[src/rtl/ooop_types.sv]
// ooop_types: shared sizing for the out-of-order core's rename and free-list blocks
package ooop_types;
  localparam int N_ARCH_REGS = 32;
  localparam int N_PHYS_REGS = 64;
  localparam int PREG_W = 6;
  localparam int ALLOC_W = 2;
  localparam int FREE_W = 2;
  localparam int N_CKPT = 8;
  localparam int CKPT_W = 3;
  localparam int CNT_W = $clog2(N_PHYS_REGS + 1);
  localparam logic [N_PHYS_REGS-1:0] RENAME_MASK = {{(N_PHYS_REGS-N_ARCH_REGS){1'b1}}, {N_ARCH_REGS{1'b0}}};
endpackage

[src/rtl/preg_pick_n.sv]
// preg_pick_n: picks the K lowest set bits of (map & mask), lowest first; unused outputs read 0
module preg_pick_n #(
  parameter int N = 64,
  parameter int W = 6,
  parameter int K = 2
) (
  input  logic [N-1:0]   map,
  input  logic [N-1:0]   mask,
  output logic [K*W-1:0] idx,
  output logic [K-1:0]   vld
);
  always_comb begin
    int n;
    idx = '0;
    vld = '0;
    n = 0;
    for (int b = 0; b < N; b++)
      if (map[b] && mask[b] && n < K) begin
        idx[n*W +: W] = W'(b);
        vld[n] = 1'b1;
        n = n + 1;
      end
  end
endmodule

[src/rtl/free_list_bitmap_mp.sv]
// free_list_bitmap_mp: multi-port physical register free list with checkpoints that also absorb committed frees
module free_list_bitmap_mp
  import ooop_types::*;
(
  input  logic                      clk,
  input  logic                      rst,
  input  logic                      recover_i,
  input  logic [CKPT_W-1:0]         recover_tag_i,
  input  logic [ALLOC_W-1:0]        alloc_req_i,
  output logic                      alloc_gnt_o,
  output logic [ALLOC_W*PREG_W-1:0] alloc_preg_o,
  input  logic [FREE_W-1:0]         free_valid_i,
  input  logic [FREE_W*PREG_W-1:0]  free_preg_i,
  input  logic                      ckpt_take_i,
  input  logic [CKPT_W-1:0]         ckpt_tag_i,
  output logic [CNT_W-1:0]          free_count_o,
  output logic [N_PHYS_REGS-1:0]    free_bitmap_o
);
  logic [N_PHYS_REGS-1:0] free_map, frees, grants, nxt;
  logic [N_PHYS_REGS-1:0] ckpt_map [N_CKPT];
  logic [N_CKPT-1:0] ckpt_wr;
  logic [ALLOC_W-1:0] pick_vld;
  preg_pick_n #(.N(N_PHYS_REGS), .W(PREG_W), .K(ALLOC_W)) u_pick (
    .map(free_map),
    .mask(RENAME_MASK),
    .idx(alloc_preg_o),
    .vld(pick_vld)
  );
  assign free_bitmap_o = free_map;
  assign free_count_o = CNT_W'($countones(free_map));
  assign alloc_gnt_o = |alloc_req_i && !recover_i && CNT_W'($countones(alloc_req_i)) <= free_count_o;
  always_comb begin
    frees = '0;
    grants = '0;
    for (int i = 0; i < FREE_W; i++)
      if (free_valid_i[i] && free_preg_i[i*PREG_W +: PREG_W] != '0) frees[free_preg_i[i*PREG_W +: PREG_W]] = 1'b1;
    for (int i = 0; i < ALLOC_W; i++)
      if (alloc_gnt_o && alloc_req_i[i] && pick_vld[i]) grants[alloc_preg_o[i*PREG_W +: PREG_W]] = 1'b1;
    nxt = (free_map | frees) & ~grants;
  end
  // a snapshot already contains this cycle's frees, so it simply overrides the broadcast
  always_ff @(posedge clk or posedge rst)
    if (rst) begin
      free_map <= RENAME_MASK;
      ckpt_wr <= '0;
      for (int c = 0; c < N_CKPT; c++) ckpt_map[c] <= '0;
    end else begin
      free_map <= recover_i ? ckpt_map[recover_tag_i] | frees : nxt;
      for (int c = 0; c < N_CKPT; c++)
        if (ckpt_take_i && !recover_i && ckpt_tag_i == CKPT_W'(c)) begin
          ckpt_map[c] <= nxt;
          ckpt_wr[c] <= 1'b1;
        end else ckpt_map[c] <= ckpt_map[c] | frees;
    end
  a_prefix: assert property (@(posedge clk) disable iff (rst) (alloc_req_i & (alloc_req_i + ALLOC_W'(1))) == '0);
  a_tag: assert property (@(posedge clk) disable iff (rst) recover_i |-> ckpt_wr[recover_tag_i]);
  for (genvar i = 0; i < FREE_W; i++) begin : g_free
    a_dbl: assert property (@(posedge clk) disable iff (rst)
      free_valid_i[i] && free_preg_i[i*PREG_W +: PREG_W] != '0 |-> !free_map[free_preg_i[i*PREG_W +: PREG_W]]);
    for (genvar j = i + 1; j < FREE_W; j++) begin : g_pair
      a_dup: assert property (@(posedge clk) disable iff (rst)
        !(free_valid_i[i] && free_valid_i[j] && free_preg_i[i*PREG_W +: PREG_W] != '0 &&
          free_preg_i[i*PREG_W +: PREG_W] == free_preg_i[j*PREG_W +: PREG_W]));
    end
  end
endmodule

[config.mk]
export PLATFORM = sky130hd
export DESIGN_NAME = free_list_bitmap_mp
export DESIGN_NICKNAME = d
export VERILOG_FILES = /design/src/rtl/ooop_types.sv /design/src/rtl/preg_pick_n.sv /design/src/rtl/free_list_bitmap_mp.sv
export SDC_FILE = /design/constraint.sdc
export NUM_CORES = 2
export LEC_CHECK = 0
export BUFFER_PORTS_ARGS = -buffer_cell sky130_fd_sc_hd__buf_4
export CAP_MARGIN = 40
export CELL_PAD_IN_SITES_DETAIL_PLACEMENT = 1
export CELL_PAD_IN_SITES_GLOBAL_PLACEMENT = 1
export CORE_ASPECT_RATIO = 1.1
export CORE_MARGIN = 3
export CORE_UTILIZATION = 25
export CTS_CLUSTER_DIAMETER = 60
export CTS_CLUSTER_SIZE = 25
export DETAILED_ROUTE_END_ITERATION = 10
export GPL_TIMING_DRIVEN = 0
export PLACE_DENSITY_LB_ADDON = 0.1
export SLEW_MARGIN = 25
export SYNTH_ARGS = -nofsm -noshare
export SYNTH_HDL_FRONTEND = slang
export SYNTH_SLANG_ARGS = --single-unit
[constraint.sdc]
create_clock -name clk -period 176.3 [get_ports clk]
set_input_delay 8.815 -clock clk [delete_from_list [all_inputs] [get_ports clk]]
set_output_delay 8.815 -clock clk [all_outputs]
set_load 0.05 [all_outputs]
Word-level counts from Yosys, hierarchy flattened. Cells that the tools add are included.

Add/sub/neg operators: 125. Multiply operators: 31. $lt $le $gt $ge: 103. Eq/ne operators: 7. Shift operators: 62. Mux-type cells: 212. Bitwise logic cells: 46. Reduce and logical (&&, ||, !) cells: 88.

Operators by type and width (number): less-than comparator 32 x 3 -> 1 bit, second input constant (60); negation 32 -> 33 bit (31); variable shift 6 x 33 -> 12 bit, first input constant (31); variable part select 6 x 33 -> 12 bit, first input constant (31); greater-or-equal comparator 32 x 1 -> 1 bit, second input constant (30); multiplier 32 x 3 -> 31 bit, second input constant (30); 2-to-1 mux 32 bit (30); 2-to-1 mux 64 bit (15); adder 32 x 2 -> 32 bit, second input constant (29); bitwise OR 64 bit (12); bitwise mux 12 bit (31); 2-to-1 mux 12 bit (31); binary-select mux 64 bit (select 3 bit) (1); logical AND 1 bit (83); adder 1 x 1 -> 2 bit (33); AND 64 bit (1); NOT 64 bit (1); 2-to-1 mux 2 bit (31); bitwise OR 2 bit (30); adder 2 x 2 -> 3 bit (16); 2-to-1 mux 1 bit (37); adder 3 x 3 -> 4 bit (8); demux 1 bit (select 1 bit) (31); less-than comparator 6 x 7 -> 1 bit, second input constant (4); other kinds (21) (37).

Register bits: 576. Output and inout bits: 84. Word-level logic and storage cells: 683.

Depth between registers and ports, before layout.
Depth after elaboration: 106. Depth in mapped cells: 361. Depth with buffers taken out: 341.

Hierarchy. From an unflattened synthesis, not the netlist that was laid out.

Cell total of the unflattened synthesis: 28295. Area, all modules: 212885.4 µm².

By module, submodules not included: preg_pick_n (instances 1, cells each 24962, area each 180062.7 µm², seq. area each 0.0 µm²); free_list_bitmap_mp (instances 1, cells each 3333, area each 32822.7 µm², seq. area each 14453.9 µm²).

Worst setup path before layout. No wires, ideal clock.

Path kind: register to output. Start: reg free_map[32] (netlist: free_bitmap_o[32]). End: out alloc_preg_o[10]. Data arrival time: 63.139 ns. Data required time: 167.485 ns. Slack: 104.346 ns. Stages on the path, launching flop included: 330. Buffers on the path: 16. Cell sequence: dfstp_2 -> clkbuf_1 -> inv_1 -> ha_1 -> nor3b_2 -> a21o_1 -> clkbuf_1 -> inv_2 -> ha_1 -> and2_4 -> buf_4 -> a211oi_1 -> nor2_1 -> ha_1 -> and3_1 -> o32ai_1 -> nor2_1 -> ha_1 -> (+294 left out) -> a21oi_1 -> o21bai_1 -> a21oi_1 -> xnor2_1 -> nor2_1 -> nand2_1 -> or2_2 -> or3_1 -> o21ai_0 -> nor2_1 -> a31oi_1 -> nand3_1 -> a311oi_1 -> o21ai_2 -> or4_4 -> buf_8 -> or4_4 -> o21ai_1.

Longest elaborated chain between the ends: 96. Elaborated cells between the ends (all ways): 309. Classes of those cells: add/sub (61); mul (31); order compare (31); shift (62); mux (93); reduce/logical (31).

Ends and longest elaborated chain: start, declared (RTL line free_list_bitmap_mp.sv:19) `logic [N_PHYS_REGS-1:0] free_map, frees, grants, nxt;`; start signal, assigned (RTL line free_list_bitmap_mp.sv:48) `free_map <= recover_i ? ckpt_map[recover_tag_i] | frees : nxt;`; 2-to-1 mux 1 bit (*) (RTL line preg_pick_n.sv:18) `if (map[b] && mask[b] && n < K) begin`; less-than comparator 1 x 2 -> 1 bit (RTL line preg_pick_n.sv:18); logical AND 1 bit (RTL line preg_pick_n.sv:18); 2-to-1 mux 32 bit (RTL line preg_pick_n.sv:18); less-than comparator 32 x 3 -> 1 bit (RTL line preg_pick_n.sv:18); logical AND 1 bit (RTL line preg_pick_n.sv:18); 2-to-1 mux 32 bit (RTL line preg_pick_n.sv:18); less-than comparator 32 x 3 -> 1 bit (RTL line preg_pick_n.sv:18); (+80 left out); less-than comparator 32 x 3 -> 1 bit (RTL line preg_pick_n.sv:18); logical AND 1 bit (RTL line preg_pick_n.sv:18); 2-to-1 mux 32 bit (RTL line preg_pick_n.sv:18); multiplier 32 x 3 -> 31 bit (RTL line preg_pick_n.sv:19) `idx[n*W +: W] = W'(b);`; negation 32 -> 33 bit (RTL line preg_pick_n.sv:19); variable part select 6 x 33 -> 12 bit or variable shift 6 x 33 -> 12 bit (tied branches) (RTL line preg_pick_n.sv:19); bitwise mux 12 bit (RTL line preg_pick_n.sv:19); 2-to-1 mux 12 bit (*) (RTL line preg_pick_n.sv:18); end, declared (RTL line free_list_bitmap_mp.sv:11) `output logic [ALLOC_W*PREG_W-1:0] alloc_preg_o,`.

Mark *: on every way between the ends. The rest lies on a longest branch, timed or not.

Worst setup path after layout.
Start: reg free_map[32] (netlist: free_bitmap_o[32]). End: out alloc_preg_o[8].

Same word-level chain as after synthesis.

==> impl_metrics.tcl <==
set metrics [dict create \
    reg2reg_to "ckpt_map[263]" \
    critical_path_peak_fanout 12 \
    critical_path_class "reg2out" \
    arrival_ns 88.07 \
    min-delay-start "ckpt_map[320]" \
    grt_first_pass_wirelength_um 662000 \
    clk_pin_slew_ns 0.06 \
    htree_levels 3 \
    clock_buffers_created_by_tritoncts 83 \
    area_growth_syn_to_layout_pct 13.2 \
    max_clock_freq_mhz 10.3 \
    ys_ff_latch 576 \
    final_cell_mix "sky130_fd_sc_hd__ha_1 (1,264), sky130_fd_sc_hd__a21oi_1 (1,069), sky130_fd_sc_hd__nand2_1 (1,007), sky130_fd_sc_hd__inv_1 (971), sky130_fd_sc_hd__nor2_1 (904)" \
    synthesis.instances 12000 \
    instances_no_fill 17400 \
    grt.overflow.total 0 \
    post_place_cells 17200 \
    wire_per_inst_um 25.8 \
    number_of_buffer_cells_added_on_primary_ports 93 \
    initial_utilization 0.251 \
    synth_edf_count 0 \
    postRouteAntennaNets 0 \
    syn_area_per_cell_um2 7.92 \
    rr_startpoint "free_bitmap_o[32]" \
    final_hold_viol_count 0 \
    filler_cell_count 45100 \
    synth_ff_type "sky130_fd_sc_hd__dfrtp_1" \
    worstPathBufferInverterCount 46 \
    count_of_hold_fix_buffers_inserted_at_cts 0 \
    cts.path.max_buffers 3 \
    detailedPlace.worstSlack_ns 78.84 \
    outcome "completed" \
    finalWirelength_um 449000 \
    dieArea_um2 386000 \
    floorplan.rows 236 \
    hpwl_um 372000 \
    grt_antenna_before_repair 24 \
    cp_top_family "simple AND/OR/NAND/NOR gates" \
    routability_cong 0.927 \
    vias 93700 \
    grt_max_degree 91 \
    slew_headroom 0.0469 \
    root_buffer "sky130_fd_sc_hd__clkbuf_16" \
    synthesis.area_um2 94600 \
    clock_latency_ns 0.74 \
    drc_errors 0 \
    cts.sinks 576 \
    hp-class "reg2reg" \
    cap_viol_max_count 0 \
    final-max-slew-violation-count 0 \
    design.core.area_um2 376000 \
    number_of_global_route_vias_before_repair 98600 \
    design.portCount 110 \
    grtUsageTotal 0.226 \
    skew_ns 0.0606 \
    timing.critical_path.from_type "flop" \
    mean_number_of_vias_per_cell 5.38 \
    yosysSeqAreaShare 0.153 \
    critPathRequiredTime_ns 167.49 \
    post_cts_sizing_count 0 \
    die_width_um 592 \
    critPathLaunch "free_bitmap_o[32]" \
    setup_violations 0 \
    worst_hold_path.num_cells 2 \
    share_of_post_route_cells_with_drive_strength_above_1 0.111 \
    worstSetupEndpointType "output pin" \
    finalSetupTns_ns 0 \
    detailedRoute.firstPassIterationCount 5 \
    post_synth_arst_share 1.00 \
    critPathMostFrequentCell "sky130_fd_sc_hd__ha_1" \
    crit_slowest_cell "sky130_fd_sc_hd__a211oi_1" \
    setup_slack_of_the_critical_path_after_layout_ns 79.41 \
    initialDrtViolationCount 5635 \
    dieHeight_um 651 \
    critical-path-max-stage-delay_ns 0.77 \
    timing.final.crit_share 0.550 \
    finalWorstPathRequiredPeriod_ns 96.89 \
    final_common_cell "sky130_fd_sc_hd__ha_1" \
    design.final.nets 13700 \
    synth.yosys.warnings 0 \
    cts_tree "done" \
    worst-r2r-setup-slack_ns 87.60 \
    timing_worst_slew_pin_value_ns 1.41 \
    worst_hold_path.endpoint "ckpt_map[320]" \
    worst-r2r-cell-count 326 \
    netlist-cell-type-count 202 \
    post-cts-setup-buffer-count 0 \
    timing.hold.ws_ns 0.480 \
    rsz0062_at_grt "no" \
]
==> area by class of cell <==
| cell class | count | area (um^2) | area share |
|---|---|---|---|
| diodes | 11 | 27.5 | 0.000257 |
| plain buffers | 384 | 2110 | 0.0197 |
| clock buffers | 93 | 2170 | 0.0203 |
| clock inverters | 61 | 838 | 0.00783 |
| inverters | 1040 | 3980 | 0.0372 |
| multi-input cells | 9956 | 74500 | 0.696 |
| flip-flops and latches | 576 | 14500 | 0.135 |
| well taps | 4998 | 6250 | 0.0584 |
| repair buffers | 296 | 2730 | 0.0255 |
==> cells in the mapped netlist (128+ instances only) <==
library cell,n,area [um^2]
sky130_fd_sc_hd__xnor2_1,878,7690
sky130_fd_sc_hd__clkbuf_1,247,927
sky130_fd_sc_hd__o21ai_0,364,1820
sky130_fd_sc_hd__nand4_1,146,913
sky130_fd_sc_hd__inv_1,972,3650
sky130_fd_sc_hd__nand3_1,360,1800
sky130_fd_sc_hd__nor3_1,556,2780
sky130_fd_sc_hd__mux4_2,128,2880
sky130_fd_sc_hd__and3_1,152,951
sky130_fd_sc_hd__xor2_1,196,1720
sky130_fd_sc_hd__nor2_1,908,3410
sky130_fd_sc_hd__o21bai_1,319,2390
sky130_fd_sc_hd__ha_1,1264,15800
sky130_fd_sc_hd__dfrtp_1,544,13600
sky130_fd_sc_hd__nand2_1,1007,3780
sky130_fd_sc_hd__a21oi_1,1071,5360
==> cell families (layout without fill, tap and decap cells) <==
logic type | Yosys count | in the layout | synth area share
flip-flops | 576 | 576 | 0.153
buffers and inverters | 1424 | 1874 | 0.0635
AND/OR/NAND/NOR | 4019 | 4019 | 0.213
adder cells (fa/ha/maj) | 1351 | 1351 | 0.185
other | 2 | 18 | 0.0000794
multiplexers | 332 | 332 | 0.0535
AO/OA/AOI/OAI | 3136 | 3136 | 0.225
XOR/XNOR | 1111 | 1111 | 0.107
==> worst max-delay path by stage <==
stage	end	cells past startpoint
after floorplan	alloc_preg_o[10]	329
after global placement	alloc_preg_o[10]	322
after detailed placement	alloc_preg_o[5]	325
after CTS	alloc_preg_o[5]	326
after global routing	alloc_preg_o[5]	336
final	alloc_preg_o[8]	327
==> registers in the layout (all words and copies together) (netlist names) <==
name	flops
ckpt_map	512
free_bitmap_o	64
==> through the flow <==
stage               area, um^2   util
global placement        102000  0.270
finish                  107000  0.285
floorplan                94600      -
global route            107000  0.285
CTS                     107000  0.284
detailed placement      104000  0.276
==> metal layers <==
| metal | vias to the layer above | global-route usage | part of all wire |
|---|---|---|---|
| met5 | - | 0 | 0.00031 |
| met1 | 47200 | 0.289 | 0.44 |
| met4 | 20 | 0.0792 | 0.040 |
| li1 | 43900 | - | - |
| met2 | 2051 | 0.387 | 0.48 |
| met3 | 610 | 0.0298 | 0.044 |
==> tightest hold or removal path, cell delays in order (launching register included) <==
cell and delay (ns):
sky130_fd_sc_hd__dfrtp_1 0.34, sky130_fd_sc_hd__nand2_1 0.05, sky130_fd_sc_hd__o21ai_1 0.06
Power is not shown: default switching activity piles up to over one toggle a cycle in this logic, so the estimate is an artifact.
